`config.mk`:
```
export PLATFORM = sky130hd
export DESIGN_NAME = delta_sigma_dac
export DESIGN_NICKNAME = d
export VERILOG_FILES = /design/src/rtl/delta_sigma_dac.sv
export SDC_FILE = /design/constraint.sdc
export NUM_CORES = 1
export LEC_CHECK = 0
export CORE_UTILIZATION = 54
export DETAILED_ROUTE_END_ITERATION = 8
export PLACE_DENSITY = 0.79
export SKIP_CTS_REPAIR_TIMING = 1
export SYNTH_ARGS = -nofsm -noshare
export SYNTH_HDL_FRONTEND = slang
export SYNTH_SLANG_ARGS = --single-unit
```
`constraint.sdc`:
```
create_clock -name CK_i -period 2.6 [get_ports CK_i]
set_input_delay 0.52 -clock CK_i [delete_from_list [all_inputs] [get_ports CK_i]]
set_output_delay 0.52 -clock CK_i [all_outputs]
set_load 0.02 [all_outputs]
```
`src/rtl/delta_sigma_dac.sv`:
```
// First-order 1-bit delta-sigma modulator. Samples enter through a valid/ready
// handshake into a one-entry pending buffer. Each active sample is held for C_OSR ticks.
module delta_sigma_dac #(
  parameter int C_DAT_W = 8,
  parameter int C_OSR   = 256,
  parameter int C_OSR_W = 8
) (
  input  logic               CK_i,
  input  logic               XARST_i,
  input  logic               EN_CK_i,
  input  logic               RUN_i,
  input  logic [C_DAT_W-1:0] DAT_i,
  input  logic               DAT_VLD_i,
  output logic               DAT_RDY_o,
  output logic               BIT_o,
  output logic               UNDERRUN_o,
  input  logic               UNDERRUN_CLR_i,
  output logic [C_DAT_W-1:0] ACC_o
);

  typedef enum logic [0:0] {
    ST_IDLE = 1'b0,
    ST_RUN  = 1'b1
  } state_t;

  localparam logic [C_OSR_W-1:0] CNT_LAST = C_OSR_W'(C_OSR - 1);
  localparam logic [C_OSR_W-1:0] CNT_ONE  = C_OSR_W'(1);
  localparam logic [C_OSR_W-1:0] CNT_ZERO = C_OSR_W'(0);
  localparam logic [C_DAT_W-1:0] DAT_ZERO = C_DAT_W'(0);

  state_t             state_q, state_d;
  logic [C_DAT_W-1:0] pend_q, pend_d;
  logic               pend_full_q, pend_full_d;
  logic [C_DAT_W-1:0] active_q, active_d;
  logic [C_DAT_W-1:0] acc_q, acc_d;
  logic [C_OSR_W-1:0] cnt_q, cnt_d;
  logic               bit_q, bit_d;
  logic               underrun_q, underrun_d;

  logic [C_DAT_W:0]   sum_s;
  logic               xfer_s;
  logic               underrun_set_s;

  // The carry out of the accumulator is the output bit; acc keeps the residue.
  assign sum_s  = {1'b0, acc_q} + {1'b0, active_q};
  assign xfer_s = DAT_VLD_i & ~pend_full_q;

  always_comb begin
    state_d        = state_q;
    pend_d         = pend_q;
    pend_full_d    = pend_full_q;
    active_d       = active_q;
    acc_d          = acc_q;
    cnt_d          = cnt_q;
    bit_d          = bit_q;
    underrun_set_s = 1'b0;

    case (state_q)
      ST_IDLE: begin
        acc_d = DAT_ZERO;
        cnt_d = CNT_ZERO;
        bit_d = 1'b0;
        if (RUN_i && EN_CK_i && pend_full_q) begin
          active_d    = pend_q;
          pend_full_d = 1'b0;
          state_d     = ST_RUN;
        end else begin
          state_d = ST_IDLE;
        end
      end
      ST_RUN: begin
        if (!RUN_i) begin
          state_d = ST_IDLE;
          acc_d   = DAT_ZERO;
          cnt_d   = CNT_ZERO;
          bit_d   = 1'b0;
        end else if (EN_CK_i) begin
          acc_d = sum_s[C_DAT_W-1:0];
          bit_d = sum_s[C_DAT_W];
          // The wrap tick still modulates the old sample; the new one starts next tick.
          if (cnt_q == CNT_LAST) begin
            cnt_d = CNT_ZERO;
            if (pend_full_q) begin
              active_d    = pend_q;
              pend_full_d = 1'b0;
            end else begin
              underrun_set_s = 1'b1;
            end
          end else begin
            cnt_d = cnt_q + CNT_ONE;
          end
        end else begin
          state_d = ST_RUN;
        end
      end
      default: begin
        state_d = ST_IDLE;
        acc_d   = DAT_ZERO;
        cnt_d   = CNT_ZERO;
        bit_d   = 1'b0;
      end
    endcase

    // A transfer needs an empty buffer, so it never collides with a load.
    if (xfer_s) begin
      pend_d      = DAT_i;
      pend_full_d = 1'b1;
    end else begin
      pend_d = pend_d;
    end

    if (underrun_set_s) begin
      underrun_d = 1'b1;
    end else if (UNDERRUN_CLR_i) begin
      underrun_d = 1'b0;
    end else begin
      underrun_d = underrun_q;
    end
  end

  always_ff @(posedge CK_i) begin
    if (!XARST_i) begin
      state_q     <= ST_IDLE;
      pend_q      <= DAT_ZERO;
      pend_full_q <= 1'b0;
      active_q    <= DAT_ZERO;
      acc_q       <= DAT_ZERO;
      cnt_q       <= CNT_ZERO;
      bit_q       <= 1'b0;
      underrun_q  <= 1'b0;
    end else begin
      state_q     <= state_d;
      pend_q      <= pend_d;
      pend_full_q <= pend_full_d;
      active_q    <= active_d;
      acc_q       <= acc_d;
      cnt_q       <= cnt_d;
      bit_q       <= bit_d;
      underrun_q  <= underrun_d;
    end
  end

  assign DAT_RDY_o  = ~pend_full_q;
  assign BIT_o      = bit_q;
  assign UNDERRUN_o = underrun_q;
  assign ACC_o      = acc_q;

endmodule

```
# == Yosys cells after proc, flatten, opt, wreduce, memory -nomap -nowiden ==
# Cells that the tools add are included.
# totals
register_bits,36
latch_bits,0
mem_bits_rw,0
mem_bits_ro,0
in_bits,14
out_inout_bits,11
word_cells,61
n_memories,0
# classes
add_sub_neg,2
mul,0
div,0
order_cmp,0
n_eq_ne,11
n_shift,0
mux,32
bitwise,3
n_reduce_logical,5
# op_table
operator,n
two-way mux 8 bit,10
case mux 8 bit (2 select lines),3
two-way mux 1 bit,16
adder 8 x 8 -> 9 bit,1
adder 8 x 1 -> 8 bit (second input constant),1
== test 8 bit (second input constant),1
!= test 2 bit (second input constant),3
!= test 3 x 2 -> 1 bit (second input constant),2
!= test 3 bit (second input constant),2
case mux 1 bit (2 select lines),3
AND reduction 5 bit,1
!= test 2 x 1 -> 1 bit (second input constant),2
AND reduction 4 bit,1
!= test 3 x 1 -> 1 bit (second input constant),1
logical AND 1 bit,2
inverter 1 bit,2
nonzero test 2 bit,1
bitwise AND 1 bit,1

# == Longest topological paths before layout ==
# Gate-level depths: netlist of run 1.
# logic_depth
ltp_word,6
mapped_depth,6
mapped_depth_nobuf,6

# == Worst setup path before layout of run 1 ==
# OpenSTA, ideal clock, no wires.
# synth_timing
path_kind,reg2reg
start,"register acc_q[0], in the netlist ACC_o[0]"
end,"register acc_q[6], in the netlist ACC_o[6]"
arrival_time_ns,1.936
t_required_ns,2.538
slack_ns,0.601
stages_incl_launch_ff,7
n_path_buf,0
synth_period_minus_slack_ns,1.999
cell_sequence,dfxtp_1 -> ha_1 -> fa_1 -> a211o_1 -> a21o_1 -> a2111o_1 -> nand3_1
# synth_between
elab_chain_len,4
# synth_lines
element,line_no,source
start: declaration,35,"logic [C_DAT_W-1:0] acc_q, acc_d;"
start signal: assignment,127,acc_q <= DAT_ZERO;
start signal: assignment,136,acc_q <= acc_d;
adder 8 x 8 -> 9 bit,45,"assign sum_s = {1'b0, acc_q} + {1'b0, active_q};"
two-way mux 8 bit,77,end else if (EN_CK_i) begin
two-way mux 8 bit,72,if (!RUN_i) begin
case mux 8 bit (2 select lines),58,case (state_q)
# No other way between the ends. The select of a mux whose other input is x is not followed.
# A chain may end at the register's enable or synchronous reset.

# == Worst setup path in the final report of run 1 ==
# Same ends and word-level chain as after synthesis.

==> out/qor.csv, run 1 <==
stage;metric;value;unit
finish;fraction of layout cells with a size suffix above 1;7.52;%
synthesis;fraction of the mapped netlist area in adder cells;7.31;%
floorplanning;core area;3130;sq um
run;max_cap viols;0;
timing;Final min period;2.03;ns
timing;worst-margin pin slew;0.607;ns
place;Place WS;0.458;ns
timing;Clock Skew;0.00848;ns
finish;Final Instance Count excl. Fillers;270;
global_route;initial antenna violation count;0;
global_route;Tot GR Track Use;23.1;%
clocking;Max Root-Sink Buffers;2;
clocking;H-Tree Depth;2;
worst_setup_path;CP max stage delay;0.43;ns
detailed_routing;Routed Antenna Nets;0;
place;post-DP HPWL;2760;um
place;Area after DPL;2090;sq um
floorplanning;I/O Pins;25;
worst_setup_path;slowest stage cell, crit path;fa_1;
power_and_ir_drop;power density of the placed cells;498;nW/um^2
synthesis;Synth area leaders;dfxtp_1 40%, mux2i_1 6.6%, ha_1 6.2%;
worst_setup_path;R2R cell count;6;
worst_hold_path;Worst Hold Class;flip-flop to flip-flop;
detailed_routing;Pre-Repair DR Iteration Count;4;
detailed_routing;DRC violations left;0;
clocking;CTS Sinks;36;
synthesis;Synth Area in XOR/XNOR;3.38;%
synthesis;warnings from Yosys;0;
synthesis;Post-synth top cells;36 x dfxtp_1, 19 x nand3_1, 15 x o21ai_0, 13 x nor2_1, 12 x mux2i_1;
synthesis;Seq cells post-synth;36;
clocking;clock-pin slew on the worst setup and hold paths;0.11;ns
timing;crit share post-route;78.2;%
floorplanning;Die Width;60.0;um
synthesis;synthesized instance count;200;
synthesis;top-area cell type share of the netlist area;39.7;%
synthesis;compound-cell area share of the yosys netlist;21.0;%
global_route;vias in the first global route;1456;
synthesis;synthesized area;1810;sq um
clocking;total CTS buffers;5;
timing;Final Max Slew Viols;0;
finish;multi-input logic area;1040;sq um
place;number of I/O port buffers;24;
timing;Worst Setup Slack, final;0.568;ns
timing;Fin. Hold Viols;0;
worst_setup_path;startpoint class of the critical path;flip-flop;
detailed_routing;via-per-instance ratio;5.61;
timing;unrepaired setup endpoints after global routing;no;
global_route;first-pass GRT wire length;6180;um
run_status;status;completed;
worst_setup_path;R2R Setup Slk;0.57;ns
worst_setup_path;CP Data Arrival Time;2.32;ns
global_route;largest net degree at the start of global routing;20;
synthesis;asr flop ratio synth;0;%
synthesis;count leader, synth;dfxtp_1;
finish;final instance area;2190;sq um
worst_hold_path;worst hold path depth;2;
timing;Max Fclk;492;MHz
timing;worst hold slack;0.485;ns
timing;Finish-stage setup viols;0;
worst_setup_path;worst r2r src;ACC_o[0];
synthesis;syn avg cell area;9.07;sq um
clocking;CTS tree;done;
clocking;clk_lat worst skew;0.34;ns
worst_setup_path;CP Cell Sequence;ha_1 > fa_1 > a211o_1 > a21o_1 > a2111o_1 > nand3_1;
floorplanning;starting density of the core;58.0;%
finish;Finished Core Util;70.0;%
worst_setup_path;cell family with most CP delay;compound AO/OA/AOI/OAI gates;
detailed_routing;total number of vias;1516;
floorplanning;die height;60.0;um
detailed_routing;iteration-0 DRC count of the detailed router;45;
worst_setup_path;R2R Path End;ACC_o[6];
floorplanning;Die Area;3600;sq um
power_and_ir_drop;Worst VDD drop;0.000335;V
clocking;CTS root buf;clkbuf_4;
worst_setup_path;nature of the critical path endpoint;flip-flop;
synthesis;Distinct cells, synth;38;
finish;Filler cells;264;
worst_setup_path;critical-path maximum fanout;3;
worst_setup_path;worst setup path endpoint;ACC_o[6];
synthesis;sequential fraction of the synthesis area;39.7;%
synthesis;Top FF cell, synth;dfxtp_1;
finish;Layout Nets;249;
finish;# diodes;0;
detailed_routing;overall routed net length;3570;um
place;GP Congestion;0.834;
worst_setup_path;Worst EP required;2.89;ns
power_and_ir_drop;Total Power;1.09;mW
worst_setup_path;WS Path Type;flip-flop to flip-flop;
synthesis;mux share of post-synthesis cell area;6.62;%
synthesis;Synth area leader;dfxtp_1;
synthesis;number of synthesized flops with an enable pin;0;
synthesis;main combinational cell family by area after synthesis;compound AO/OA/AOI/OAI gates;
timing;TNS Setup;0;ns
worst_setup_path;Worst Path Buf+Inv;0;
finish;area delta synth->final;20.7;%
timing;relative slew slack;59.4;%
worst_setup_path;Critical Path Source;ACC_o[0];
power_and_ir_drop;leakage;0.874;nW
place;placed cells;262;
global_route;GRT overflow;0;
synthesis;Synthesized Nets;224;
finish;Reg area;721;sq um
detailed_routing;drt wl/cell;13.2;um
floorplanning;std cell rows;20;
synthesis;simple-gate share of the synthesized area;19.0;%
worst_setup_path;critical path depth;6;
[layout make-up]
type / instances / share of cell area (%)
Inverter: 4 / 0.686
Timing Repair Buffer: 27 / 12.0
Sequential cell: 36 / 32.9
Multi-Input combinational cell: 151 / 47.5
Clock buffer: 7 / 2.97
Clock inverter: 1 / 1.37
Tap cell: 44 / 2.51
[worst min-delay path, cell delays in order, from the launching register on]
cell and delay, ns:
dfxtp_1 0.33, nand3_1 0.06, a21boi_0 0.06
[registers in the layout, summed over array words and instances (netlist names)]
name and flops:
BIT_o 1, pend_full_q 1, ACC_o 8, state_q 1, active_q 8, pend_q 8, UNDERRUN_o 1, cnt_q 8
[layout by cell type, fill, tap and decap left out, drive strengths merged, types with 7 or more instances in the layout]
cell type / n
a21boi: 8
clkbuf: 7
clkdlybuf4s50: 24
dfxtp: 36
ha: 9
mux2i: 12
nand2: 8
nand3: 19
nor2: 13
nor2b: 10
o21ai: 16
[where the power goes]
| group | switching (mW) | leakage [nW] | internal (mW) |
|---|---|---|---|
| sequential | 0.00784 | 0.292 | 0.562 |
| clock | 0.186 | 0.0515 | 0.255 |
| combinational | 0.0358 | 0.531 | 0.0429 |
[metal layers]
| metal | GRT usage (%) | up-vias | part of all wire [%] |
|---|---|---|---|
| met1 | 26.2 | 697 | 45 |
| met3 | 6.49 | 8 | 3.9 |
| met2 | 40.3 | 38 | 50 |
| met5 | 0 | - | 0 |
| li1 | - | 773 | - |
| met4 | 9.63 | 0 | 1.7 |
[cell families after synthesis]
logic type | Yosys count
adders and majority gates | 10
muxes | 12
xor gates and xnor gates | 7
and+or+nand+nor | 67
buffers and inverters | 13
AOI/OAI and AO/OA | 55
DFF | 36
[worst min-delay path by stage]
stage               startpoint           to  slack [ns]
floorplan            pend_q[0]  active_q[0]        0.45
global placement     pend_q[1]  active_q[1]        0.47
detailed placement   pend_q[1]  active_q[1]        0.47
CTS                  pend_q[1]  active_q[1]        0.49
global route         pend_q[5]  active_q[5]        0.51
finish               pend_q[5]  active_q[5]        0.49
No activity file was read; power rests on OpenSTA's default activity.
==> run 2: changes to the inputs <==
- clock period: 2.6 -> 1.89 ns (I/O delays scaled with it)
==> run 2 against run 1 <==
Against the previous run:
- clock skew fell by 0.0014 ns
- die area did not move
- setup slack got worse by 0.50 ns
- non-clock buffer count rose by 6
- critical path type unchanged
- clock power barely moved
- largest power group unchanged
- clock-buffer cell count fell by 1
- global-route usage rose by 1.2 points
- sequential share of layout area fell by 0.39 points
==> out/qor.csv, run 2 (synthesized netlist as in run 1, its figures left out) <==
stage;metric;value;unit
clocking;CTS Sinks;36;
worst_setup_path;WS Path Type;flip-flop to flip-flop;
worst_setup_path;critical-path maximum fanout;3;
worst_setup_path;startpoint class of the critical path;flip-flop;
clocking;CTS tree;done;
timing;unrepaired setup endpoints after global routing;yes;
timing;crit share post-route;96.7;%
worst_setup_path;nature of the critical path endpoint;flip-flop;
clocking;clock-pin slew on the worst setup and hold paths;0.11;ns
global_route;GRT overflow;0;
place;post-DP HPWL;2860;um
finish;fraction of layout cells with a size suffix above 1;11.6;%
floorplanning;I/O Pins;25;
timing;Fin. Hold Viols;0;
timing;Finish-stage setup viols;0;
run_status;status;completed;
place;Place WS;0.00959;ns
detailed_routing;iteration-0 DRC count of the detailed router;32;
finish;most frequent cells in the layout;34 x dfxtp_1, 24 x clkdlybuf4s50_1, 19 x nand3_1;
global_route;largest net degree at the start of global routing;19;
floorplanning;Die Area;3600;sq um
finish;final instance area;2220;sq um
detailed_routing;via-per-instance ratio;5.57;
floorplanning;die height;60.0;um
global_route;first-pass GRT wire length;6340;um
timing;Clock Skew;0.00711;ns
floorplanning;starting density of the core;58.0;%
finish;Finished Core Util;71.1;%
place;GP Congestion;0.834;
timing;relative slew slack;74.7;%
timing;worst-margin pin slew;0.379;ns
power_and_ir_drop;Total Power;1.34;mW
timing;Final min period;1.83;ns
floorplanning;Die Width;60.0;um
detailed_routing;drt wl/cell;13.5;um
place;Area after DPL;2140;sq um
global_route;initial antenna violation count;0;
worst_hold_path;Worst Hold Class;flip-flop to flip-flop;
detailed_routing;Pre-Repair DR Iteration Count;4;
clocking;clk_lat worst skew;0.34;ns
finish;# diodes;0;
finish;area delta synth->final;22.6;%
timing;worst hold slack;0.487;ns
power_and_ir_drop;power density of the placed cells;604;nW/um^2
finish;Layout Nets;255;
clocking;total CTS buffers;5;
floorplanning;core area;3130;sq um
detailed_routing;DRC violations left;0;
clocking;CTS root buf;clkbuf_4;
worst_setup_path;CP Data Arrival Time;2.11;ns
detailed_routing;Routed Antenna Nets;0;
timing;Final Max Slew Viols;0;
floorplanning;std cell rows;20;
global_route;Tot GR Track Use;24.3;%
global_route;vias in the first global route;1479;
power_and_ir_drop;leakage;0.877;nW
timing;Worst Setup Slack, final;0.0629;ns
run;max_cap viols;0;
detailed_routing;overall routed net length;3730;um
worst_setup_path;Worst EP required;2.17;ns
finish;most common cell after layout, fill and taps aside;dfxtp_1;
timing;Max Fclk;547;MHz
clocking;Max Root-Sink Buffers;2;
place;number of I/O port buffers;24;
detailed_routing;total number of vias;1537;
power_and_ir_drop;Worst VDD drop;0.000475;V
clocking;H-Tree Depth;2;
[run 2: changes by cell type in the layout (fill, tap and decap cells not counted), moves of 2 or more]
cell | previous run | this run
dfxtp_2 | 0 | 2
clkinvlp_4 | 0 | 2
dfxtp_1 | 36 | 34
buf_4 | 3 | 9
[run 2: layout make-up]
cell class / count / area [sq um]
clock buffers: 6 / 51.3
clock inverters: 2 / 15.0
fillers: 252 / 905
inverters: 4 / 15.0
multi-input cells: 151 / 1060
flip-flops and latches: 36 / 723
well taps: 44 / 55.1
repair buffers: 33 / 308
[run 2: final timing paths]
check	start	end	slack, ns	cells after the start
max	active_q[0]	ACC_o[6]	0.06	6
min	pend_q[3]	active_q[3]	0.49	2
max reg2reg	active_q[0]	ACC_o[6]	0.06	6
min reg2reg	pend_q[3]	active_q[3]	0.49	2
[run 2: where the power goes]
part / internal, mW / switching [mW]
sequential: 0.773 / 0.0112
combinational: 0.0623 / 0.0511
clock: 0.181 / 0.264
total: 1.02 / 0.326
[run 2: layer usage]
layer / up-vias / track usage, % / share of wire, %
met2: 37 / 40.0 / 49
li1: 787 / - / -
met4: 0 / 10.3 / 1.4
met3: 8 / 7.58 / 3.5
met5: - / 0 / 0
met1: 705 / 29.1 / 46
[run 2: critical path, cell delays in order (launching register included)]
cell and delay, ns:
dfxtp_2 0.36, ha_4 0.17, fa_2 0.33, a211o_1 0.27
a21o_1 0.21, a2111o_1 0.37, nand3_1 0.07
[run 2: per-stage QoR]
stage / setup TNS (ns) / instances
2_1_floorplan: 0 / 200
3_3_place_gp: 0 / 267
3_5_place_dp: 0 / 267
4_1_cts: 0 / 275
5_1_grt: -0.00496 / 276
6_report: 0 / 276
